`config.mk`:
```
export PLATFORM = sky130hd
export DESIGN_NAME = csi_rx_packet_handler
export DESIGN_NICKNAME = d
export VERILOG_FILES = /design/src/rtl/csi_rx_pkg.sv /design/src/rtl/csi_rx_hdr_ecc.sv /design/src/rtl/csi_rx_packet_handler.sv
export SDC_FILE = /design/constraint.sdc
export NUM_CORES = 1
export LEC_CHECK = 0
export CAP_MARGIN = 20
export CORE_UTILIZATION = 38
export DETAILED_ROUTE_END_ITERATION = 6
export HOLD_SLACK_MARGIN = 0.05
export PLACE_DENSITY = 0.69
export SYNTH_ARGS = -nofsm -noshare
export SYNTH_HDL_FRONTEND = slang
export SYNTH_HIERARCHICAL = 1
export SYNTH_SLANG_ARGS = --single-unit
export TNS_END_PERCENT = 10
```
`constraint.sdc`:
```
create_clock -name clock_i -period 8.18 [get_ports clock_i]
set_clock_uncertainty 0.2 [all_clocks]
set_input_delay 1.636 -clock clock_i [delete_from_list [all_inputs] [get_ports clock_i]]
set_output_delay 1.636 -clock clock_i [all_outputs]
set_load 0.03 [all_outputs]
```
`src/rtl/csi_rx_pkg.sv`:
```
// csi_rx_pkg: shared types, DT codes and header-ECC tables for the CSI-2 packet handler
package csi_rx_pkg;
  typedef enum logic [1:0] {IDLE, PAYLOAD, GAP} state_t;
  typedef struct packed {
    logic [7:0]  ecc;
    logic [15:0] wc;
    logic [7:0]  di;
  } hdr_t;
  localparam logic [5:0] DT_FS = 6'h00;
  localparam logic [5:0] DT_FE = 6'h01;
  localparam logic [5:0] DT_LS = 6'h02;
  localparam logic [5:0] DT_LE = 6'h03;
  localparam logic [5:0] DT_LONG_MIN = 6'h10;
  localparam logic [4:0] BIT_NONE = 5'd31;
  localparam logic [5:0] ECC_COL [24] = '{
    6'h07, 6'h0B, 6'h0D, 6'h0E, 6'h13, 6'h15, 6'h16, 6'h19,
    6'h1A, 6'h1C, 6'h23, 6'h25, 6'h26, 6'h29, 6'h2A, 6'h2C,
    6'h31, 6'h32, 6'h34, 6'h38, 6'h1F, 6'h2F, 6'h37, 6'h3B
  };
  function automatic logic [4:0] syndrome_to_bit(input logic [5:0] syn);
    logic [4:0] idx;
    idx = BIT_NONE;
    for (int i = 0; i < 24; i++) idx = (syn == ECC_COL[i]) ? 5'(i) : idx;
    return idx;
  endfunction
endpackage

```
`src/rtl/csi_rx_hdr_ecc.sv`:
```
// csi_rx_hdr_ecc: 6-bit CSI-2 header ECC over the 24 header data bits
module csi_rx_hdr_ecc
  import csi_rx_pkg::*;
(
  input  logic [23:0] data_i,
  output logic [5:0]  ecc_o
);
  // XOR together the column pattern of every set data bit
  always_comb begin
    ecc_o = 6'd0;
    for (int i = 0; i < 24; i++) ecc_o = ecc_o ^ (data_i[i] ? ECC_COL[i] : 6'd0);
  end
endmodule

```
`src/rtl/csi_rx_packet_handler.sv`:
```
// csi_rx_packet_handler: CSI-2 header check/correct, short-packet sync decode and long-packet payload streaming
module csi_rx_packet_handler
  import csi_rx_pkg::*;
#(
  parameter logic [1:0] VC_SEL = 2'd0,
  parameter bit ECC_CORRECT = 1'b1
) (
  input  logic        clock_i,
  input  logic        reset_i,
  input  logic [31:0] data_i,
  input  logic        data_valid_i,
  output logic        sync_wait_o,
  output logic [31:0] payload_o,
  output logic        payload_valid_o,
  output logic [3:0]  payload_keep_o,
  output logic        payload_last_o,
  output logic [5:0]  data_type_o,
  output logic [15:0] word_count_o,
  output logic        in_frame_o,
  output logic        in_line_o,
  output logic        frame_start_o,
  output logic        frame_end_o,
  output logic        line_start_o,
  output logic        line_end_o,
  output logic        ecc_corrected_o,
  output logic        ecc_error_o,
  output logic [15:0] ecc_err_cnt_o
);
  state_t      state_q;
  hdr_t        hdr;
  logic [5:0]  ecc, syn, dt;
  logic [4:0]  bit_idx;
  logic [23:0] fixed;
  logic [15:0] wc, remaining_q, data_left_q, ecc_err_cnt_q, word_count_q;
  logic        hit_data, hit_ecc, hdr_ok, vc_ok, vc_ok_q;
  logic [31:0] payload_q;
  logic [3:0]  payload_keep_q;
  logic [5:0]  data_type_q;
  logic        sync_wait_q, payload_valid_q, payload_last_q, in_frame_q, in_line_q;
  logic        frame_start_q, frame_end_q, line_start_q, line_end_q, ecc_corrected_q, ecc_error_q;
  logic        unused_ecc_hi;

  assign hdr = data_i;
  assign unused_ecc_hi = ^hdr.ecc[7:6];

  csi_rx_hdr_ecc u_ecc (.data_i(data_i[23:0]), .ecc_o(ecc));

  // Header decode: syndrome classification and single-bit repair of the data field
  always_comb begin
    syn = ecc ^ hdr.ecc[5:0];
    bit_idx = syndrome_to_bit(syn);
    hit_data = bit_idx != BIT_NONE;
    hit_ecc = (syn != 6'd0) && ((syn & (syn - 6'd1)) == 6'd0);
    fixed = {hdr.wc, hdr.di} ^ ((ECC_CORRECT && hit_data) ? (24'd1 << bit_idx) : 24'd0);
    hdr_ok = (syn == 6'd0) || (ECC_CORRECT && (hit_data || hit_ecc));
    dt = fixed[5:0];
    wc = fixed[23:8];
    vc_ok = fixed[7:6] == VC_SEL;
  end

  // Packet FSM with all outputs registered; pulses default low every cycle
  always_ff @(posedge clock_i) begin
    if (reset_i) begin
      state_q <= IDLE;
      {sync_wait_q, payload_valid_q, payload_last_q, in_frame_q, in_line_q} <= '0;
      {frame_start_q, frame_end_q, line_start_q, line_end_q, ecc_corrected_q, ecc_error_q} <= '0;
      {payload_q, payload_keep_q, data_type_q, word_count_q, ecc_err_cnt_q} <= '0;
      {remaining_q, data_left_q, vc_ok_q} <= '0;
    end else begin
      {frame_start_q, frame_end_q, line_start_q, line_end_q, ecc_corrected_q, ecc_error_q} <= '0;
      {payload_valid_q, payload_last_q, in_line_q} <= '0;
      payload_keep_q <= 4'd0;
      sync_wait_q <= (state_q == GAP) && data_valid_i;
      case (state_q)
        IDLE: if (data_valid_i) begin
          state_q <= GAP;
          if (!hdr_ok) begin
            ecc_error_q <= 1'b1;
            ecc_err_cnt_q <= ecc_err_cnt_q + 16'(ecc_err_cnt_q != 16'hFFFF);
          end else begin
            ecc_corrected_q <= syn != 6'd0;
            if (vc_ok) begin
              data_type_q <= dt;
              word_count_q <= wc;
            end
            if (dt >= DT_LONG_MIN) begin
              state_q <= PAYLOAD;
              remaining_q <= 16'((17'(wc) + 17'd5) >> 2);
              data_left_q <= 16'((17'(wc) + 17'd3) >> 2);
              vc_ok_q <= vc_ok;
            end else if (vc_ok) begin
              frame_start_q <= dt == DT_FS;
              frame_end_q <= dt == DT_FE;
              line_start_q <= dt == DT_LS;
              line_end_q <= dt == DT_LE;
              in_frame_q <= (dt == DT_FS) ? 1'b1 : (dt == DT_FE) ? 1'b0 : in_frame_q;
            end
          end
        end
        PAYLOAD: if (!data_valid_i) begin
          state_q <= IDLE;
        end else begin
          remaining_q <= remaining_q - 16'd1;
          if (remaining_q == 16'd1) state_q <= GAP;
          if (data_left_q != 16'd0) begin
            data_left_q <= data_left_q - 16'd1;
            payload_q <= data_i;
            payload_valid_q <= vc_ok_q;
            in_line_q <= vc_ok_q;
            payload_last_q <= vc_ok_q && (data_left_q == 16'd1);
            payload_keep_q <= !vc_ok_q ? 4'd0 :
                              (data_left_q != 16'd1 || word_count_q[1:0] == 2'd0) ? 4'hF :
                              (4'd1 << word_count_q[1:0]) - 4'd1;
          end
        end
        default: if (!data_valid_i) state_q <= IDLE;
      endcase
    end
  end

  assign sync_wait_o = sync_wait_q;
  assign payload_o = payload_q;
  assign payload_valid_o = payload_valid_q;
  assign payload_keep_o = payload_keep_q;
  assign payload_last_o = payload_last_q;
  assign data_type_o = data_type_q;
  assign word_count_o = word_count_q;
  assign in_frame_o = in_frame_q;
  assign in_line_o = in_line_q;
  assign frame_start_o = frame_start_q;
  assign frame_end_o = frame_end_q;
  assign line_start_o = line_start_q;
  assign line_end_o = line_end_q;
  assign ecc_corrected_o = ecc_corrected_q;
  assign ecc_error_o = ecc_error_q;
  assign ecc_err_cnt_o = ecc_err_cnt_q;
endmodule
```
==> metrics.csv <==
metric,value,unit
antenna_left,0,
period_needed,6.33,ns
cap_violations,0,
tns,0,ns
postSynthNetCount,908,
num_rows,49,
grt_max_degree,53,
synth_edf_count,0,
ios,120,
htree_levels,4,
cts_root_buf,clkbuf_16,
hpwl,15700,microns
cts_buffers,17,
rsz0062_at_grt,no,
synthFlopType,dfxtp_1,
via_per_inst,5.69,
core_area,0.0181,sq mm
hold_viol,0,
crit_path_end_kind,flip-flop,
cp-start-kind,input port,
cts_hold_repair.buffers,0,
drt_pass1_iterations,7,
area_growth,27.9,%
clk_latency,0.42,ns
grt_pass1_vias,6466,
cts_num_sinks,119,
crit_path_frequent_cell,xnor2_1,
totalWireLength,21500,microns
cts_resized,0,
switchingPower,1.67,mW
initial_core_util,0.390,
clock_path_buffers,2,
slowest_delay,0.75,ns
worstHoldPathType,reg -> reg,
r2r-start,data_left_q[2],
setup_violations,0,
crit_arrival,6.48,ns
clkSlewWorstSetupHoldPaths,0.06,ns
powerDensity,389,mW/mm^2
drive_gt1_frac,0.0754,
die_y,138,microns
cts_tree,built,
p_leak,3.08,nW
status,"complete, but fails checks",
timing.slew.headroom,0.311,
slew_viol_final,0,
wl_per_cell,17.8,microns
async_reset_ff_frac,0,
clock_power_share,0.214,
p_total,3.50,mW
crit_fanout,12,
gp_congestion,0.971,
fp.dieW,138,microns
cts_setup_buffers,0,
vias,6890,
path_class,in -> reg,
comb_power_share,0.553,
grt_first_pass_wirelength,34300,microns
ys_seq_elements,119,
drc,2,
diodes,0,
portBuffers,119,
final_core_util,0.498,
fin_crit_sh,0.774,
grtUsageTotal,0.226,
ys_seq_area_frac,0.338,
netlist_instances,867,
yosys_warnings,6,
p_seq_frac,0.234,
min-delay-start,payload_o[28],
peakVddDrop,203,uV
swShare,0.475,
worstPathCellList,clkdlybuf4s50_1 > xnor2_1 > xnor2_1 > xnor3_1 > xnor2_1 > nand4_1 > nor3_1 > nor2_1 > or4_4 > or3_1 > a211o_1 > a21oi_1,
yosysUniqueCellTypes,82,
syn-cell-area,0.00705,sq mm
cp.required,8.33,ns
antenna_found_initial,0,
cpMaxStageDelayCell,xnor2_1,
fillers,1661,
hold_ws,0.252,ns
crit_start,data_i[18],
syn_avg_cell_area,8.13,sq um
drt-initial-drc-count,643,
dieArea,0.0191,sq mm
worst_pin_slew,1.03,ns
gr-total-overflow,0,
p_int,1.84,mW
fmax,158,MHz
nets,1010,
violations,DRC,
-- power groups by stage --
stage | clock network, mW | logic, mW | registers (mW)
final | 0.750 | 1.94 | 0.818
after global routing | 0.785 | 2.10 | 0.835
after CTS | 0.761 | 1.90 | 0.816
after detailed placement | 0 | 1.89 | 0.827
after global placement | 0 | 1.88 | 0.823
after floorplan | 0 | 1.26 | 0.927
-- final timing paths --
check | to | slack (ns) | cells past startpoint
setup / recovery | data_left_q[9] | 1.85 | 12
hold / removal | payload_o[28] | 0.25 | 2
setup reg to reg | data_left_q[5] | 4.92 | 8
hold reg to reg | payload_o[28] | 0.25 | 2
-- flip-flops by register name, indices dropped and copies added (netlist names), 2 cells and up --
name            flops
state_q             2
data_type_o         6
remaining_q        16
word_count_o       16
ecc_err_cnt_o      16
payload_keep_o      4
payload_o          32
data_left_q        16
-- critical path, delay by kind of cell --
kind	cells	cell delay [ns]
buf+inv	1	0.67
xor+xnor	4	1.72
simple gates	5	2.02
compound gates	2	0.43
-- cell type report --
| class | instances | area, sq um | share of cell area |
|---|---|---|---|
| Sequential cell | 119 | 2380 | 0.264 |
| Timing Repair Buffer | 126 | 1250 | 0.138 |
| Multi-Input combinational cell | 689 | 4440 | 0.493 |
| Clock inverter | 14 | 150 | 0.0167 |
| Tap cell | 229 | 287 | 0.0318 |
| Inverter | 16 | 60.1 | 0.00667 |
| Clock buffer | 18 | 439 | 0.0487 |
-- per-layer routing --
metal	part of all wire	routed length (microns)	GRT usage
met1	0.42	9070	0.276
met2	0.48	10400	0.383
met3	0.071	1520	0.0589
met4	0.023	501	0.0787
met5	0	0	0
-- synth_stat cells, drive strengths merged (3+ instances only) --
master  instances  share of area
nand2         121          0.066
dfxtp         119           0.34
nor2           92          0.049
a21oi          73          0.052
xnor2          54          0.071
clkbuf         37          0.020
o21ai          36          0.026
nor3           33          0.027
xor2           29          0.043
a211oi         26          0.028
nand3          19          0.013
nor4           19          0.020
inv            16         0.0085
or3            16          0.014
nand4          15          0.013
a31oi          13          0.012
or4            11          0.013
o22ai           9         0.0089
xnor3           9          0.029
and4            8          0.010
nand2b          8         0.0071
o31ai           7         0.0082
buf             6         0.0044
ha              6          0.011
mux2i           6         0.0085
o31a            6         0.0075
o21a            5         0.0053
o32ai           5         0.0062
a211o           4         0.0050
a311oi          4         0.0050
and2            4         0.0039
nor3b           4         0.0043
o211ai          4         0.0043
o41ai           4         0.0050
or2             4         0.0036
nor2b           3         0.0027
-- cells by family (layout without fill, tap and decap cells) --
family | Yosys count | count (layout) | synth area share
flip-flops | 119 | 119 | 0.338
multiplexers | 7 | 7 | 0.0101
adder cells (fa/ha/maj) | 6 | 6 | 0.0107
AND/OR/NAND/NOR | 367 | 367 | 0.259
AO/OA/AOI/OAI | 215 | 215 | 0.199
XOR/XNOR | 94 | 94 | 0.150
buffers and inverters | 59 | 174 | 0.0328
-- cell usage in the layout (no fill, tap or decap), types with 9 or more instances in the layout --
master           instances
dfxtp_1                119
a211oi_1                26
xnor2_1                 50
nand3_1                 19
a31oi_1                 13
o21ai_0                 34
inv_1                   16
clkdlybuf4s50_1        118
a21oi_1                 73
or3_1                   16
or4_1                    9
xor2_1                  24
nand2_1                119
nor3_1                  29
nor4_1                  16
clkbuf_16               17
nand4_1                 15
nor2_1                  91
-- through the flow --
stage | instances | instance area (sq um) | setup WS [ns]
after floorplan | 867 | 7050 | 2.98
after global routing | 1211 | 9010 | 1.49
final | 1211 | 9010 | 1.85
after detailed placement | 1177 | 8400 | 1.49
after CTS | 1209 | 8990 | 1.93
after global placement | 1177 | 8400 | 1.52
Power figures use the tool's default switching activity.
